[config.mk]
export PLATFORM = sky130hd
export DESIGN_NAME = gin_feeder
export DESIGN_NICKNAME = d
export VERILOG_FILES = /design/src/rtl/gin_feeder.sv
export SDC_FILE = /design/constraint.sdc
export NUM_CORES = 1
export LEC_CHECK = 0
export ABC_AREA = 0
export CAP_MARGIN = 20
export CORE_ASPECT_RATIO = 1.4
export CORE_MARGIN = 8
export CORE_UTILIZATION = 50
export DETAILED_ROUTE_END_ITERATION = 8
export HOLD_SLACK_MARGIN = 0.12
export PLACE_DENSITY = 0.76
export SLEW_MARGIN = 20
export SYNTH_ARGS = -nofsm -noshare
export SYNTH_HDL_FRONTEND = slang
export SYNTH_SLANG_ARGS = --single-unit
export TNS_END_PERCENT = 5
[constraint.sdc]
create_clock -name clk -period 4.3 [get_ports clk]
set_input_delay 1.29 -clock clk [delete_from_list [all_inputs] [get_ports clk]]
set_output_delay 1.29 -clock clk [all_outputs]
set_load 0.03 [all_outputs]
[src/rtl/gin_feeder.sv]
// gin_feeder: streams source words through a 2-entry FIFO onto a tagged GIN port.
// Build option: define GIN_FEEDER_PERF_EN to add the stall_cycles counter output.
module gin_feeder #(
  parameter int ID_LEN    = 5,
  parameter int ROW_LEN   = 4,
  parameter int VALUE_LEN = 32
) (
  input  logic                 clk,
  input  logic                 rst,
  input  logic                 start,
  input  logic [ROW_LEN-1:0]   cfg_rows,
  input  logic [ID_LEN-1:0]    cfg_cols,
  input  logic [ROW_LEN-1:0]   cfg_row_base,
  output logic                 busy,
  output logic                 done,
  input  logic                 in_valid,
  output logic                 in_ready,
  input  logic [VALUE_LEN-1:0] in_data,
  output logic                 enable,
  input  logic                 ready,
  output logic [ROW_LEN-1:0]   row_tag,
  output logic [ID_LEN-1:0]    col_tag,
  output logic [VALUE_LEN-1:0] value
`ifdef GIN_FEEDER_PERF_EN
  ,
  output logic [15:0]          stall_cycles
`endif
);

  localparam int CNT_W = ROW_LEN + ID_LEN;

  typedef enum logic [1:0] {
    IDLE = 2'd0,
    RUN  = 2'd1,
    FIN  = 2'd2
  } state_t;

  state_t               state_q, state_d;
  logic [CNT_W-1:0]     total_q, total_d;
  logic [CNT_W-1:0]     acc_q, acc_d;
  logic [CNT_W-1:0]     out_q, out_d;
  logic [ID_LEN-1:0]    cols_q, cols_d;
  logic [ID_LEN-1:0]    col_q, col_d;
  logic [ROW_LEN-1:0]   row_q, row_d;
  logic [VALUE_LEN-1:0] mem_q [2];
  logic [VALUE_LEN-1:0] mem_d [2];
  logic                 wr_ptr_q, wr_ptr_d;
  logic                 rd_ptr_q, rd_ptr_d;
  logic [1:0]           count_q, count_d;
  logic                 push, pop;

  // NOTE: every signal written here gets a default first, so no path can infer a latch.
  always_comb begin
    state_d  = state_q;
    total_d  = total_q;
    acc_d    = acc_q;
    out_d    = out_q;
    cols_d   = cols_q;
    col_d    = col_q;
    row_d    = row_q;
    wr_ptr_d = wr_ptr_q;
    rd_ptr_d = rd_ptr_q;
    mem_d    = mem_q;

    enable   = (count_q != 2'd0);
    pop      = enable && ready;
    // A full FIFO still takes a word when the head leaves in the same cycle.
    in_ready = (state_q == RUN) && ((count_q != 2'd2) || pop) && (acc_q < total_q);
    push     = in_valid && in_ready;
    busy     = (state_q != IDLE);
    done     = (state_q == FIN);
    value    = enable ? mem_q[rd_ptr_q] : '0;
    row_tag  = enable ? row_q : '0;
    col_tag  = enable ? col_q : '0;

    if (push) begin
      mem_d[wr_ptr_q] = in_data;
      wr_ptr_d        = ~wr_ptr_q;
      acc_d           = acc_q + CNT_W'(1);
    end
    if (pop) begin
      rd_ptr_d = ~rd_ptr_q;
      out_d    = out_q + CNT_W'(1);
      if (col_q == cols_q - ID_LEN'(1)) begin
        col_d = '0;
        row_d = row_q + ROW_LEN'(1);
      end else begin
        col_d = col_q + ID_LEN'(1);
      end
    end
    count_d = count_q + {1'b0, push} - {1'b0, pop};

    case (state_q)
      IDLE: begin
        if (start) begin
          total_d = CNT_W'(cfg_rows) * CNT_W'(cfg_cols);
          cols_d  = cfg_cols;
          col_d   = '0;
          row_d   = cfg_row_base;
          acc_d   = '0;
          out_d   = '0;
          state_d = (cfg_rows == '0 || cfg_cols == '0) ? FIN : RUN;
        end
      end
      RUN: begin
        if (pop && out_q == total_q - CNT_W'(1)) state_d = FIN;
      end
      FIN:     state_d = IDLE;
      default: state_d = IDLE;
    endcase
  end

  // NOTE: sequential state uses non-blocking assignments so all flops update together.
  always_ff @(posedge clk) begin
    if (rst) begin
      state_q  <= IDLE;
      total_q  <= '0;
      acc_q    <= '0;
      out_q    <= '0;
      cols_q   <= '0;
      col_q    <= '0;
      row_q    <= '0;
      wr_ptr_q <= 1'b0;
      rd_ptr_q <= 1'b0;
      count_q  <= '0;
    end else begin
      state_q  <= state_d;
      total_q  <= total_d;
      acc_q    <= acc_d;
      out_q    <= out_d;
      cols_q   <= cols_d;
      col_q    <= col_d;
      row_q    <= row_d;
      wr_ptr_q <= wr_ptr_d;
      rd_ptr_q <= rd_ptr_d;
      count_q  <= count_d;
    end
  end

  // NOTE: FIFO storage is not reset; value is gated by enable, so stale words never escape.
  always_ff @(posedge clk) begin
    mem_q <= mem_d;
  end

`ifdef GIN_FEEDER_PERF_EN
  logic [15:0] stall_q, stall_d;

  always_comb begin
    stall_d = stall_q;
    if (state_q == IDLE && start) begin
      stall_d = '0;
    end else if (enable && !ready && stall_q != 16'hFFFF) begin
      stall_d = stall_q + 16'd1;
    end
  end

  always_ff @(posedge clk) begin
    if (rst) stall_q <= '0;
    else     stall_q <= stall_d;
  end

  assign stall_cycles = stall_q;
`endif

endmodule

### Yosys cells after proc, flatten, opt, wreduce, memory -nomap -nowiden

Cells that the tools add are included.

* bits in registers: 111
* input bits: 50
* logic and storage cells: 78

* add/sub/neg operators: 8
* multiply operators: 1
* magnitude comparators: 4
* equal/unequal tests: 7
* multiplexer cells: 27
* bitwise logic cells: 4
* reductions and logical operators: 15

Operator list (count)
* 32-bit 2-to-1 mux: 5
* 64-bit bitwise mux: 1
* 9-bit 2-to-1 mux: 6
* 32-bit demux with 1-bit select: 1
* 5-bit 2-to-1 mux: 5
* 4-bit 2-to-1 mux: 5
* 9-bit by 1-bit adder with 9-bit output, second input constant: 2
* 9-bit equality test: 1
* 9-bit < comparator: 1
* 4-bit by 5-bit multiplier with 9-bit output: 1
* 9-bit by 1-bit subtractor with 9-bit output, second input constant: 1
* 1-bit logical AND: 6
* 2-bit 2-to-1 mux: 3
* 5-bit by 1-bit adder with 5-bit output, second input constant: 1
* 5-bit equality test: 1
* 5-bit logical NOT: 1
* 5-bit by 1-bit subtractor with 5-bit output, second input constant: 1
* 4-bit by 1-bit adder with 4-bit output, second input constant: 1
* 2-bit >= comparator, second input constant: 2
* 4-bit logical NOT: 1
* 2-bit != test, second input constant: 2
* 1-bit NOT with 2-bit output: 2
* 2-bit case mux with 2 select lines: 1
* 2-bit AND reduction: 2
* other kinds (10): 13

### Logic depth before layout (Yosys ltp)

Gate-level depths: netlist (run 1).

* depth after elaboration: 9
* gate-level depth with buffers: 13
* gate-level depth less buffers: 12

### Worst setup path before layout (run 1)

Ideal clock, no wire load.

* kind: input -> register
* from: input port ready
* to: register mem_q[0] (netlist name), enable pin
* library setup time: 0.421 ns
* data arrival time: 3.404 ns
* data required time: 3.879 ns
* slack: 0.475 ns
* cell stages on the path: 6
* path buffers: 1
* path through: or3b_2 -> and3_1 -> o2111a_1 -> inv_1 -> buf_2 -> nor2_1

* longest elaborated chain between the ends: 5

Ends and longest elaborated chain
* start, declared: RTL line 20 `input logic ready,`
* 1-bit logical AND: RTL line 66 `pop = enable && ready;`
* 1-bit logical OR: RTL line 68 `in_ready = (state_q == RUN) && ((count_q != 2'd2) || pop) && (acc_q < total_q);`
* 1-bit logical AND (2 in series): RTL line 68
* 1-bit logical AND: RTL line 69 `push = in_valid && in_ready;`
* end signal, assigned: RTL line 142 `mem_q <= mem_d;`
* end, declared: RTL line 45 `logic [VALUE_LEN-1:0] mem_q [2];`

No other way between the ends.
A chain may end at the register's enable or synchronous reset.

### Worst setup path after layout (run 1)

* from: input port ready
* to: output port in_ready

* longest elaborated chain between the ends: 4

Ends and longest elaborated chain
* 1-bit logical AND: RTL line 66
* 1-bit logical OR: RTL line 68
* 1-bit logical AND (2 in series): RTL line 68
* end, declared: RTL line 17 `output logic in_ready,`

No other way between the ends.

==> out/metrics.cfg, run 1 <==
[run_status]
status = finished, final reports clean

[logic_synthesis]
synth_enable_flop_cells = 64
synth-seq-cells = 111
yosys_warnings = 0
ys.flop_type = edfxtp_1
syn_avg_cell_area_um2 = 10.7
synth.distinct_cells = 49
syn_area_mm2 = 0.00562
syn_nets = 612
synth_cells = 527
async_reset_ff_frac = 0
synth_seq_area_share = 0.510

[timing]
setup_viol = 0
relSlewSlack = 0.545
worst_slack_ns = 0.271
final.period_utilization = 0.937
rsz0062_at_grt = false
post-route-min-period_ns = 4.03
max_freq_mhz = 248
fin_tns_setup_ns = 0
hold_viol = 0
drv_slew = 0
tightestPinTransition_ns = 0.677
finClkSkew_ns = 0.00653

[setup_path]
timing.critical_path.buf_inv = 2
critPathMaxStageDelay_ns = 0.48
cpMaxStageDelayCell = or3b_2
r2r_cells = 9
critPathKind = input port to primary output
rrSetupSlack_ns = 1.58
crit_family = simple AND/OR/NAND/NOR gates
worstPathArrival_ns = 2.74
cp.depth = 5
cp-end-kind = primary output
crit_fanout = 3
crit_required_ns = 3.01
crit_start = ready
cp-endpoint = in_ready
crit_path_start_kind = input port
crit_chain = clkdlybuf4s50_1 > or3b_2 > and3_1 > o211a_1 > buf_4
r2r_start = total_q[2]
rr_endpoint = mem_q[51]

[grt]
grt_pass1_wl_mm = 20.2
grt_usage = 0.165
grt_max_degree = 33
grt_pass1_vias = 4230
grt_overflow_total = 0
antenna_found_initial = 0

[floorplanning]
num_rows = 46
dieWidth_um = 106
die_area_mm2 = 0.0149
die_y_um = 141
io_pins = 95
start_util = 0.503
coreArea_mm2 = 0.0112

[power_and_ir_drop]
p_seq_frac = 0.415
leakage_nw = 2.61
cellPowerDensity_mw_per_mm2 = 421
ir_drop_v = 0.000206
pwr-share-clk = 0.277
intPower_mw = 2.04
p_switching_mw = 0.945
switching_share = 0.317
comb_power_share = 0.309

[clocking]
cts_root_buf = clkbuf_16
cts-buffers-inserted = 9
ctsResizeCount = 0
clkLatencyLatePin_ns = 0.34
cts_tree = built
clock_sinks = 111
post_cts_buffers = 0
path_clk_slew_ns = 0.07
htree_levels = 3
hold_buffers = 0
clk_path_buf_depth = 2

[placed_design]
port_buffers = 94
hpwl_mm = 9.18
dp_slack_ns = -0.0775
place_congestion = 0.880

[drt]
drtPass1Iterations = 4
num_vias = 4141
drt_iter0_drc = 162
drc = 0
drt_wl_total_mm = 12.1
wl_per_cell_um = 15.6
viasPerCell = 5.33
ant_nets = 0

[cells_and_area]
num-nets-final = 713
areaGrowthSynthToFinish_pct = 26.1
n_antenna_cell = 0
fill_cells = 905
drive_above_1_share = 0.0711
seqCellArea_mm2 = 0.00286
multiInputGateArea_mm2 = 0.00257

[flow_run]
cap_viol_max_count = 0

[worst_hold_path]
hold_path.class = register to register

## synthesized netlist by cell type, types with 3 or more instances
library cell	count	share of area
mux2i_1	35	0.062
clkbuf_1	16	0.011
nand3_1	7	0.0062
nor3_1	7	0.0062
nor2_1	61	0.041
nand3b_1	3	0.0040
or4_1	3	0.0040
fa_1	6	0.021
dfxtp_1	47	0.17
nor3b_1	3	0.0040
or3_1	6	0.0067
nand4_1	11	0.012
a21oi_1	27	0.024
a31oi_1	5	0.0056
xor2_1	19	0.030
buf_2	3	0.0027
and2_1	21	0.023
o21ba_2	3	0.0053
inv_1	28	0.019
ha_1	29	0.065
a21o_1	5	0.0067
edfxtp_1	64	0.34
nand2_1	43	0.029
xnor2_1	18	0.028
o21ai_0	12	0.011
nand2b_1	3	0.0033
a211oi_1	4	0.0053
and3_1	6	0.0067
nor4_1	3	0.0033
## state kept, by name, summed over array words and instances (netlist names), 2 cells and up
signal and cells:
mem_q 64, count_q 2, row_q 4, col_q 5
acc_q 9, total_q 9, cols_q 5, state_q 2
out_q 9
## layer usage
layer | GRT usage | share of wire | vias to the layer above
met5 | 0 | 0 | -
met4 | 0.0758 | 0.029 | 0
met3 | 0.0313 | 0.045 | 25
met2 | 0.293 | 0.50 | 111
met1 | 0.186 | 0.42 | 1946
li1 | - | - | 2059
## worst min-delay path by stage
| stage | to | cells after the start | slack [ns] | start |
|---|---|---|---|---|
| after global routing | cols_q[4] | 2 | 0.53 | cols_q[4] |
| after floorplan | cols_q[4] | 2 | 0.45 | cols_q[4] |
| final | cols_q[4] | 2 | 0.49 | cols_q[4] |
| after CTS | cols_q[4] | 2 | 0.49 | cols_q[4] |
| after detailed placement | cols_q[4] | 2 | 0.48 | cols_q[4] |
| after global placement | cols_q[4] | 2 | 0.46 | cols_q[4] |
## worst min-delay path: stages (launching register included)
cell,delay (ns)
dfxtp_1,0.33
nand2_1,0.06
a21oi_1,0.06
## cells by family after synthesis
logic type               Yosys count  share of synthesized area
adder cells (fa/ha/maj)           35                     0.0860
multiplexers                      35                     0.0624
AO/OA/AOI/OAI                     72                     0.0851
AND/OR/NAND/NOR                  188                      0.166
XOR/XNOR                          37                     0.0577
flip-flops                       111                      0.510
buffers and inverters             49                     0.0334
## power groups by stage
stage | Sequential [mW] | Combinational, mW | Clock [mW]
after floorplan | 1.22 | 0.611 | 0
after detailed placement | 1.26 | 0.926 | 0
final | 1.24 | 0.920 | 0.825
after CTS | 1.24 | 0.930 | 0.844
after global placement | 1.25 | 0.910 | 0
after global routing | 1.24 | 0.998 | 0.884
## final cells by class
| type | instances | share of cell area |
|---|---|---|
| Clock buffer | 9 | 0.0318 |
| Multi-Input combinational cell | 367 | 0.363 |
| Tap cell | 144 | 0.0254 |
| Sequential cell | 111 | 0.404 |
| Inverter | 28 | 0.0148 |
| Timing Repair Buffer | 111 | 0.151 |
| Clock inverter | 7 | 0.00989 |
## placed cells by master (no fill, tap or decap), types with 12 or more instances in the layout
master,count
mux2i_1,35
dfxtp_1,46
and2_1,21
o21ai_0,12
xnor2_1,18
a21oi_1,27
edfxtp_1,64
inv_1,28
nand2_1,43
nor2_1,58
xor2_1,19
buf_4,18
clkdlybuf4s50_1,93
ha_1,29
## metrics by stage
| step | cell area [µm²] | power [mW] | instances | utilization | hold slack (ns) |
|---|---|---|---|---|---|
| global placement | 6790 | 2.16 | 761 | 0.608 | 0.460 |
| CTS | 7080 | 3.01 | 777 | 0.634 | 0.493 |
| detailed placement | 6790 | 2.19 | 761 | 0.608 | 0.483 |
| floorplan | 5620 | 1.83 | 527 | - | 0.449 |
| global route | 7080 | 3.12 | 777 | 0.634 | 0.527 |
| finish | 7080 | 2.98 | 777 | 0.634 | 0.486 |
(Power assumes the default switching activity.)
==> run 2: changes to the inputs <==
Settings changed: CAP_MARGIN 20 to 10, CTS_CLUSTER_SIZE from default to 12.
==> results of run 2 <==
The final DEF is identical to that of run 1; final timing and power are the same.
==> run 3: changes to the inputs <==
Settings changed: CAP_MARGIN 10 to default, SKIP_LAST_GASP from default to 1, SLEW_MARGIN 20 to 5.
==> results of run 3 <==
The final DEF is identical to that of run 1; final timing and power are the same.
